`config.mk`:
```
export PLATFORM = sky130hd
export DESIGN_NAME = pwm_update_ctrl
export DESIGN_NICKNAME = d
export VERILOG_FILES = /design/src/rtl/pwm_update_ctrl.sv
export SDC_FILE = /design/constraint.sdc
export NUM_CORES = 1
export LEC_CHECK = 0
export CAP_MARGIN = 10
export CORE_ASPECT_RATIO = 1.2
export CORE_UTILIZATION = 50
export DETAILED_ROUTE_END_ITERATION = 8
export GPL_ROUTABILITY_DRIVEN = 0
export PLACE_DENSITY = 0.79
export SYNTH_ARGS = -nofsm -noshare
export SYNTH_HDL_FRONTEND = slang
export SYNTH_SLANG_ARGS = --single-unit
```
`constraint.sdc`:
```
create_clock -name CLK -period 4.6 [get_ports CLK]
set_clock_uncertainty 0.2 [all_clocks]
set_input_delay 0.69 -clock CLK [delete_from_list [all_inputs] [get_ports CLK]]
set_output_delay 0.69 -clock CLK [all_outputs]
set_load 0.005 [all_outputs]
```
`src/rtl/pwm_update_ctrl.sv`:
```
// pwm_update_ctrl: shadowed span/compare registers for a PWM block, committed
// atomically at the carrier bottom so outputs never change mid-period.
// Build option: define PWM_RAMP_LIMIT_EN to slew-limit compare outputs by
// MAX_STEP per carrier period (adds the RAMP state); undefined = direct load.
module pwm_update_ctrl #(
   parameter logic [15:0] DEAD     = 16'h00f0,
   parameter logic [15:0] MAX_STEP = 16'h0100
) (
   input  logic        CLK,
   input  logic        RST,
   input  logic        Wr_En,
   input  logic [1:0]  Wr_Addr,
   input  logic [15:0] Wr_Data,
   output logic        Wr_Ack,
   input  logic        Down_in,
   output logic [15:0] Span_out,
   output logic [15:0] CntU_out,
   output logic [15:0] CntV_out,
   output logic        Busy,
   output logic        Upd_Strb
);

   localparam logic [15:0] SPAN_MAX = 16'hfffd - DEAD;
   localparam logic [15:0] RST_SPAN = 16'hff00;
   localparam logic [1:0]  A_SPAN   = 2'd0;
   localparam logic [1:0]  A_CNTU   = 2'd1;
   localparam logic [1:0]  A_CNTV   = 2'd2;

   typedef enum logic [1:0] {
      IDLE = 2'd0,
      PEND = 2'd1
`ifdef PWM_RAMP_LIMIT_EN
      , RAMP = 2'd2
`endif
   } state_t;

   state_t      state_q, state_d;
   logic        down_q, down_d;
   logic        down_prev_q, down_prev_d;
   logic [15:0] span_sh_q, span_sh_d;
   logic [15:0] cntu_sh_q, cntu_sh_d;
   logic [15:0] cntv_sh_q, cntv_sh_d;
   logic [15:0] span_q, span_d;
   logic [15:0] cntu_q, cntu_d;
   logic [15:0] cntv_q, cntv_d;
   logic        ack_q, ack_d;
   logic        busy_q, busy_d;
   logic        upd_q, upd_d;

   logic        cb;
   logic        wr_ok;
   logic [15:0] tgt_u, tgt_v;
   logic [15:0] nxt_u, nxt_v;

   // carrier bottom: registered direction went down -> up
   assign cb    = down_prev_q & ~down_q;
   assign wr_ok = Wr_En & ~busy_q;

   // compare targets never exceed the committed span
   assign tgt_u = (cntu_sh_q < span_sh_q) ? cntu_sh_q : span_sh_q;
   assign tgt_v = (cntv_sh_q < span_sh_q) ? cntv_sh_q : span_sh_q;

`ifdef PWM_RAMP_LIMIT_EN
   // one slew-limited step toward tgt, 17-bit so neither direction wraps
   function automatic logic [15:0] step_to(input logic [15:0] cur, input logic [15:0] tgt);
      logic [16:0] up_sum;
      logic [16:0] tgt_sum;
      up_sum  = {1'b0, cur} + {1'b0, MAX_STEP};
      tgt_sum = {1'b0, tgt} + {1'b0, MAX_STEP};
      if (tgt >= cur) begin
         step_to = (up_sum >= {1'b0, tgt}) ? tgt : up_sum[15:0];
      end else begin
         step_to = (tgt_sum >= {1'b0, cur}) ? tgt : 16'(cur - MAX_STEP);
      end
   endfunction

   assign nxt_u = step_to(cntu_q, tgt_u);
   assign nxt_v = step_to(cntv_q, tgt_v);
`else
   assign nxt_u = tgt_u;
   assign nxt_v = tgt_v;

   // the step limit has no effect without the slew limiter
   if (MAX_STEP != 16'h0000) begin : g_step_unused
   end
`endif

   // host writes, commit FSM and carrier-bottom update
   always_comb begin
      state_d     = state_q;
      down_d      = Down_in;
      down_prev_d = down_q;
      span_sh_d   = span_sh_q;
      cntu_sh_d   = cntu_sh_q;
      cntv_sh_d   = cntv_sh_q;
      span_d      = span_q;
      cntu_d      = cntu_q;
      cntv_d      = cntv_q;
      ack_d       = 1'b0;
      upd_d       = 1'b0;

      if (wr_ok) begin
         ack_d = 1'b1;
         case (Wr_Addr)
            A_SPAN:  span_sh_d = (Wr_Data > SPAN_MAX) ? SPAN_MAX : Wr_Data;
            A_CNTU:  cntu_sh_d = Wr_Data;
            A_CNTV:  cntv_sh_d = Wr_Data;
            default: ;
         endcase
      end

      case (state_q)
         IDLE: begin
            // a CB coinciding with the commit is ignored; update waits a period
            if (wr_ok && (Wr_Addr == 2'd3)) state_d = PEND;
         end
         default: begin
            if (cb) begin
               span_d  = span_sh_q;
               cntu_d  = nxt_u;
               cntv_d  = nxt_v;
               upd_d   = 1'b1;
`ifdef PWM_RAMP_LIMIT_EN
               state_d = ((nxt_u == tgt_u) && (nxt_v == tgt_v)) ? IDLE : RAMP;
`else
               state_d = IDLE;
`endif
            end
         end
      endcase

      busy_d = (state_d != IDLE);
   end

   // state and output registers
   always_ff @(posedge CLK or posedge RST) begin
      if (RST) begin
         state_q     <= IDLE;
         down_q      <= 1'b0;
         down_prev_q <= 1'b0;
         span_sh_q   <= RST_SPAN;
         cntu_sh_q   <= 16'h0000;
         cntv_sh_q   <= 16'h0000;
         span_q      <= RST_SPAN;
         cntu_q      <= 16'h0000;
         cntv_q      <= 16'h0000;
         ack_q       <= 1'b0;
         busy_q      <= 1'b0;
         upd_q       <= 1'b0;
      end else begin
         state_q     <= state_d;
         down_q      <= down_d;
         down_prev_q <= down_prev_d;
         span_sh_q   <= span_sh_d;
         cntu_sh_q   <= cntu_sh_d;
         cntv_sh_q   <= cntv_sh_d;
         span_q      <= span_d;
         cntu_q      <= cntu_d;
         cntv_q      <= cntv_d;
         ack_q       <= ack_d;
         busy_q      <= busy_d;
         upd_q       <= upd_d;
      end
   end

   assign Wr_Ack   = ack_q;
   assign Span_out = span_q;
   assign CntU_out = cntu_q;
   assign CntV_out = cntv_q;
   assign Busy     = busy_q;
   assign Upd_Strb = upd_q;

endmodule

```
==> results of run 1 <==
-- cell usage after synthesis, drive strengths merged --
library cell and count:
a21boi 2, or3 1, nor2 21, a21oi 9
buf 11, and2 2, a2111o 2, nor3 3
o22a 1, a21o 16, a211oi 1, a2bb2oi 4
nand3 40, nor4 1, o2bb2ai 2, or2 1
clkbuf 10, nand2 50, o21ai 47, nand2b 7
o31ai 1, mux2 32, dfstp 16, o21a 2
nand4 42, a311oi 2, inv 18, dfrtp 87
dlygate4sd3 1, ha 30, a311o 2
-- metrics by stage --
stage | std cells | setup WS (ns) | area [um2] | power [mW] | hold WS [ns]
3_3_place_gp | 644 | 1.77 | 5760 | 2.90 | 0.155
2_1_floorplan | 464 | 1.03 | 4970 | 2.29 | 0.146
4_1_cts | 661 | 1.75 | 6070 | 3.75 | 0.171
5_1_grt | 662 | 1.57 | 6080 | 3.97 | 0.190
6_report | 662 | 1.77 | 6080 | 3.75 | 0.171
3_5_place_dp | 645 | 1.84 | 5770 | 2.98 | 0.155
-- critical path, stage by stage (launching register included) --
cell,delay (ns)
dfstp_2,0.51
inv_1,0.07
ha_1,0.34
a21oi_1,0.16
o21a_1,0.16
a2bb2oi_1,0.95
nand4_1,0.22
nand3_1,0.14
-- cell type report --
| type | instances | area (um2) | area share |
|---|---|---|---|
| Sequential cell | 103 | 2600 | 0.427 |
| Multi-Input combinational cell | 321 | 2170 | 0.356 |
| Timing Repair Buffer | 81 | 792 | 0.130 |
| Clock buffer | 10 | 229 | 0.0377 |
| Tap cell | 123 | 154 | 0.0253 |
| Clock inverter | 6 | 70.1 | 0.0115 |
| Inverter | 18 | 70.1 | 0.0115 |
-- registers in the layout (all words and copies together), names as in the netlist --
name and cells:
Span_out 16, span_sh_q 16, cntu_sh_q 16, state_q 2, Wr_Ack 1, down_prev_q 1, Busy 1, CntU_out 16
cntv_sh_q 16, Upd_Strb 1, down_prev_d 1, CntV_out 16
-- metal layers --
metal / up-vias / share of wire / track usage
met3: 30 / 0.072 / 0.0425
met1: 1935 / 0.42 / 0.357
li1: 1829 / - / -
met5: - / 0 / 0
met2: 203 / 0.47 / 0.374
met4: 0 / 0.031 / 0.126
-- logic make-up after synthesis --
logic type                 count (synthesis)
and+or+nand+nor                          168
DFF                                      103
AOI/OAI and AO/OA                         91
buffers and inverters                     40
muxes                                     32
adders and majority gates                 30
-- path summary, 6_finish.rpt --
kind | start | end | slack, ns | cells past startpoint
hold reg to reg | down_prev_d$_DFF_PP0_ | down_prev_q$_DFF_PP0_ | 0.17 | 0
setup / recovery | span_sh_q[11]$_DFFE_PP1P_ | CntU_out[13]$_DFFE_PP0P_ | 1.77 | 7
max in group asynchronous | RST | Span_out[15]$_DFFE_PP1P_ | 2.82 | 3
min in group asynchronous | RST | CntU_out[12]$_DFFE_PP0P_ | 0.53 | 2
setup reg to reg | span_sh_q[11]$_DFFE_PP1P_ | CntU_out[13]$_DFFE_PP0P_ | 1.77 | 7
hold / removal | down_prev_d$_DFF_PP0_ | down_prev_q$_DFF_PP0_ | 0.17 | 0
-- cell usage in the layout (no fill, tap or decap), drive strengths merged, types with 10 or more instances in the layout --
cell type,count
nor2,21
clkdlybuf4s50,72
clkbuf,10
nand2,50
a21o,16
ha,30
o21ai,47
dfrtp,87
dfstp,16
nand4,42
mux2,32
nand3,40
inv,19
-- power by group --
part           internal [mW]  total [mW]  switching (mW)
clock                  0.425       0.765           0.340
combinational          0.745        1.46           0.712
sequential              1.29        1.53           0.245
total                   2.46        3.75            1.30
==> flow_metrics.env, run 1 <==
export IMPL_wirelength_mm=12.1
export IMPL_max_clock_path_buffers=2
export IMPL_yosys_register_bits=103
export IMPL_hold_buffers=0
export IMPL_rows=39
export IMPL_crit_path_start_kind="register"
export IMPL_dr_pass1_iters=5
export IMPL_path_max_fanout=16
export IMPL_slew_headroom=0.193
export IMPL_ys_warn_count=0
export IMPL_synth_mux_area_frac=0.0725
export IMPL_synthesis_nets=516
export IMPL_io_buffers=72
export IMPL_post_dp_hpwl_mm=8.67
export IMPL_cts_buffers=9
export IMPL_yosys_area_share_simple=0.166
export IMPL_cap_violations=0
export IMPL_num_antenna_cells=0
export IMPL_overflow=0
export IMPL_period_share=0.616
export IMPL_dieHeight_um=111
export IMPL_io_pins=73
export IMPL_cts_resized=0
export IMPL_setup_viol=0
export IMPL_required_ns=4.68
export IMPL_ant_nets=0
export IMPL_synthDistinctLibCells=38
export IMPL_hold_class="reg2reg"
export IMPL_p_leak_nw=2.71
export IMPL_rsz0062_at_grt="no"
export IMPL_antenna_found_initial=0
export IMPL_start_util=0.517
export IMPL_insertion_delay_ns=0.35
export IMPL_fmax_mhz=353
export IMPL_yosys_area_share_adder=0.0755
export IMPL_core_um2=9610
export IMPL_ir_worst_vdd_mv=0.275
export IMPL_yosys_area_share_xor_xnor=0
export IMPL_grt_max_degree=65
export IMPL_routed_via_count=3997
export IMPL_synth_seq_area_share=0.522
export IMPL_outcome="finished, final reports clean"
export IMPL_synth_top_family_by_area="simple AND/OR/NAND/NOR gates"
export IMPL_via_per_inst=6.04
export IMPL_period_minus_slack_ns=2.83
export IMPL_path_clk_slew_ns=0.07
export IMPL_cts_setup_buffers=0
export IMPL_die_w_um=93.0
export IMPL_drive_gt1_frac=0.124
export IMPL_drc=0
export IMPL_slew_viol_final=0
export IMPL_root_buffer="clkbuf_16"
export IMPL_tightest_slew_ns=1.21
export IMPL_synthesis_area_um2=4970
export IMPL_clock_sinks=103
export IMPL_syn2layout_area_growth_pct=22.2
export IMPL_nets=586
export IMPL_grt_usage=0.252
export IMPL_syn_inst=464
export IMPL_synth_compound_area_share=0.121
export IMPL_num_fill_cells=747
export IMPL_synth_top_area_cell="dfrtp_1"
export IMPL_ctsHtreeMaxLevel=3
export IMPL_wire_per_inst_um=18.3
export IMPL_finalHoldViolCount=0
export IMPL_power_density_nw_per_um2=617
export IMPL_grt_pass1_vias=3913
export IMPL_cts_tree="done"
export IMPL_yosysTopAreaCellShare=0.438
export IMPL_finalCoreUtilization=0.632
export IMPL_ys_top_cells_by_area="dfrtp_1 44%, dfstp_2 8.5%, ha_1 7.5%, nand4_1 5.3%, mux2_2 4.1%"
export IMPL_end_kind="register"
export IMPL_crit_arrival_ns=2.91
export IMPL_syn_area_per_cell_um2=10.7
export IMPL_grt_pass1_wl_mm=19.9
export IMPL_first_iter_violations=393
export IMPL_fin_setup_tns_ns=0
export IMPL_crit_type="reg2reg"
export IMPL_die_area_um2=10400
(Power assumes the default switching activity.)
==> run 2: changes to the inputs <==
--- a/config.mk
+++ b/config.mk
@@ -7,10 +7,10 @@
 export LEC_CHECK = 0
 export CAP_MARGIN = 10
 export CORE_ASPECT_RATIO = 1.2
-export CORE_UTILIZATION = 50
+export CORE_UTILIZATION = 49
 export DETAILED_ROUTE_END_ITERATION = 8
 export GPL_ROUTABILITY_DRIVEN = 0
-export PLACE_DENSITY = 0.79
+export PLACE_DENSITY = 0.81
 export SYNTH_ARGS = -nofsm -noshare
 export SYNTH_HDL_FRONTEND = slang
 export SYNTH_SLANG_ARGS = --single-unit
==> constraint.sdc (replaced) <==
create_clock -name CLK -period 2.3 [get_ports CLK]
set_clock_uncertainty 0.2 [all_clocks]
set_input_delay 0.345 -clock CLK [delete_from_list [all_inputs] [get_ports CLK]]
set_output_delay 0.345 -clock CLK [all_outputs]
set_load 0.005 [all_outputs]
==> run 2 against run 1 <==
The flow now finishes with violations (setup timing); cell area up 6.9%; sequential cell count unchanged; sequential share of layout area down 2.7 points; clock power up 110%; die area up 2.0%; sequential power up 100%; largest power group is now combinational logic.
==> flow_metrics.env, run 2 (synthesis results as in run 1) <==
export IMPL_outcome="finished with violations"
export IMPL_violations="setup timing"
export IMPL_cts_buffers=9
export IMPL_via_per_inst=6.22
export IMPL_wl_met2_mm=6.48
export IMPL_grt_max_degree=49
export IMPL_num_antenna_cells=0
export IMPL_dr_pass1_iters=5
export IMPL_hold_class="in2async"
export IMPL_crit_arrival_ns=2.48
export IMPL_finalHoldViolCount=0
export IMPL_dpl_cell_area_um2=5960
export IMPL_grt_pass1_wl_mm=20.9
export IMPL_nets=608
export IMPL_power_density_nw_per_um2=1260
export IMPL_fmax_mhz=410
export IMPL_final_area_um2=6500
export IMPL_power_frac_seq=0.376
export IMPL_crit_start="span_sh_q[15]$_DFFE_PP1P_"
export IMPL_p_sw_mw=2.83
export IMPL_antenna_found_initial=0
export IMPL_start_util=0.512
export IMPL_setup_viol=15
export IMPL_insertion_delay_ns=0.35
export IMPL_final_common_cell="dfrtp_1"
export IMPL_ir_worst_vdd_mv=0.529
export IMPL_crit_type="reg2reg"
export IMPL_core_um2=9710
export IMPL_ctsHtreeMaxLevel=3
export IMPL_crit_chain="inv_2 > ha_4 > nand4_1 > nor3_2 > buf_4 > a311oi_4 > buf_4 > buf_6 > nand4_1 > nand3_1"
export IMPL_sw_frac_of_total=0.344
export IMPL_slew_viol_final=0
export IMPL_period_share=1.06
export IMPL_route_met3_wl_mm=1.08
export IMPL_first_iter_violations=485
export IMPL_syn2layout_area_growth_pct=30.6
export IMPL_io_buffers=72
export IMPL_path_clk_slew_ns=0.07
export IMPL_overflow=0
export IMPL_p_int_mw=5.39
export IMPL_required_ns=2.34
export IMPL_drc=0
export IMPL_pwr_share_comb=0.424
export IMPL_end_kind="register"
export IMPL_post_dp_hpwl_mm=9.13
export IMPL_rows=39
export IMPL_finalCoreUtilization=0.669
export IMPL_cts_tree="done"
export IMPL_io_pins=73
export IMPL_crit_path_start_kind="register"
export IMPL_routed_via_count=4254
export IMPL_num_fill_cells=682
export IMPL_drive_gt1_frac=0.203
export IMPL_clock_sinks=103
export IMPL_top_layer="met4"
export IMPL_p_leak_nw=2.87
export IMPL_wire_per_inst_um=20.0
export IMPL_critical_path_max_stage_delay_ns=0.54
export IMPL_grt_usage=0.261
export IMPL_cap_violations=0
export IMPL_root_buffer="clkbuf_16"
export IMPL_tightest_slew_ns=0.504
export IMPL_dieHeight_um=112
export IMPL_grt_pass1_vias=4131
export IMPL_die_area_um2=10600
export IMPL_path_max_fanout=6
export IMPL_slew_headroom=0.664
export IMPL_die_w_um=94.0
export IMPL_period_minus_slack_ns=2.44
export IMPL_layout_common_cells="87 x dfrtp_1, 72 x clkdlybuf4s50_1, 50 x nand2_1"
export IMPL_wirelength_mm=13.7
export IMPL_rsz0062_at_grt="yes"
export IMPL_setup_ws_ns=-0.141
export IMPL_r2r_start="span_sh_q[15]$_DFFE_PP1P_"
export IMPL_cp_slowest_cell="dfstp_2"
export IMPL_ant_nets=0
export IMPL_p_clk_frac=0.199
export IMPL_drt_met1_wl_mm=5.47
export IMPL_max_clock_path_buffers=2
-- run 2: cell types whose count changed in the layout (fill, tap and decap cells not counted), moves of 3 or more --
| cell | change |
|---|---|
| ha_4 | +9 |
| ha_1 | -9 |
| o21ai_2 | +3 |
| buf_4 | +11 |
| inv_1 | -9 |
| buf_6 | +6 |
| buf_12 | +4 |
| inv_2 | +8 |
-- run 2: path summary, 6_finish.rpt --
check / end / slack (ns) / cells past startpoint
min reg2reg: down_prev_q$_DFF_PP0_ / 0.17 / 0
min: span_sh_q[7]$_DFFE_PP0P_ / 0.17 / 2
max reg2reg: CntV_out[15]$_DFFE_PP0P_ / -0.14 / 10
max in group asynchronous: span_sh_q[12]$_DFFE_PP1P_ / 1.09 / 3
min in group CLK: down_prev_q$_DFF_PP0_ / 0.17 / 0
max: CntV_out[15]$_DFFE_PP0P_ / -0.14 / 10
-- run 2: cell type report --
class                      instances  area (um2)  share of cell area
inverter                          18        73.8              0.0114
sequential                       103        2600               0.400
clock inverter                     3        67.6              0.0104
timing repair buffer             102        1020               0.157
clock buffer                      13         250              0.0385
multi-input combinational        322        2330               0.359
tap                              123         154              0.0237
-- run 2: power groups by stage --
stage          Sequential, mW  Clock [mW]  Combinational (mW)
5_1_grt                  3.16        1.71                3.77
2_1_floorplan            2.97           0                1.62
6_report                 3.09        1.64                3.49
4_1_cts                  3.04        1.65                3.16
3_5_place_dp             3.07           0                3.05
3_3_place_gp             3.03           0                2.91
-- run 2: layer usage --
layer,vias up,track usage
met5,-,0
met1,2057,0.344
li1,1877,-
met3,66,0.0474
met2,254,0.395
met4,0,0.168
-- run 2: what timing repair did --
action | in CTS | in global routing
hold buffers | 0 | 0
endpoints found under the setup margin | 32 | 32
gates cloned | 1 | 1
pin swaps | 2 | 20
setup buffers | 0 | 4
gates resized for setup | 8 | 35
-- run 2: critical path, delay by kind of cell, from the launching register on --
kind,cells,cell delay [ns]
compound gates,1,0.09
simple gates,4,0.70
buf+inv,4,0.54
fa+ha+maj,1,0.26
flops,1,0.54
-- run 2: stage by stage --
step | hold WS, ns | instances | setup slack [ns] | total power [mW] | TNS, ns
after detailed placement | 0.156 | 663 | -0.179 | 6.12 | -2.71
after global routing | 0.173 | 684 | -0.247 | 8.65 | -3.36
final | 0.166 | 684 | -0.141 | 8.21 | -1.31
after CTS | 0.169 | 680 | -0.0458 | 7.85 | -0.550
after global placement | 0.154 | 663 | -0.0554 | 5.94 | -0.392
after floorplan | 0.146 | 464 | 0.0225 | 4.58 | 0
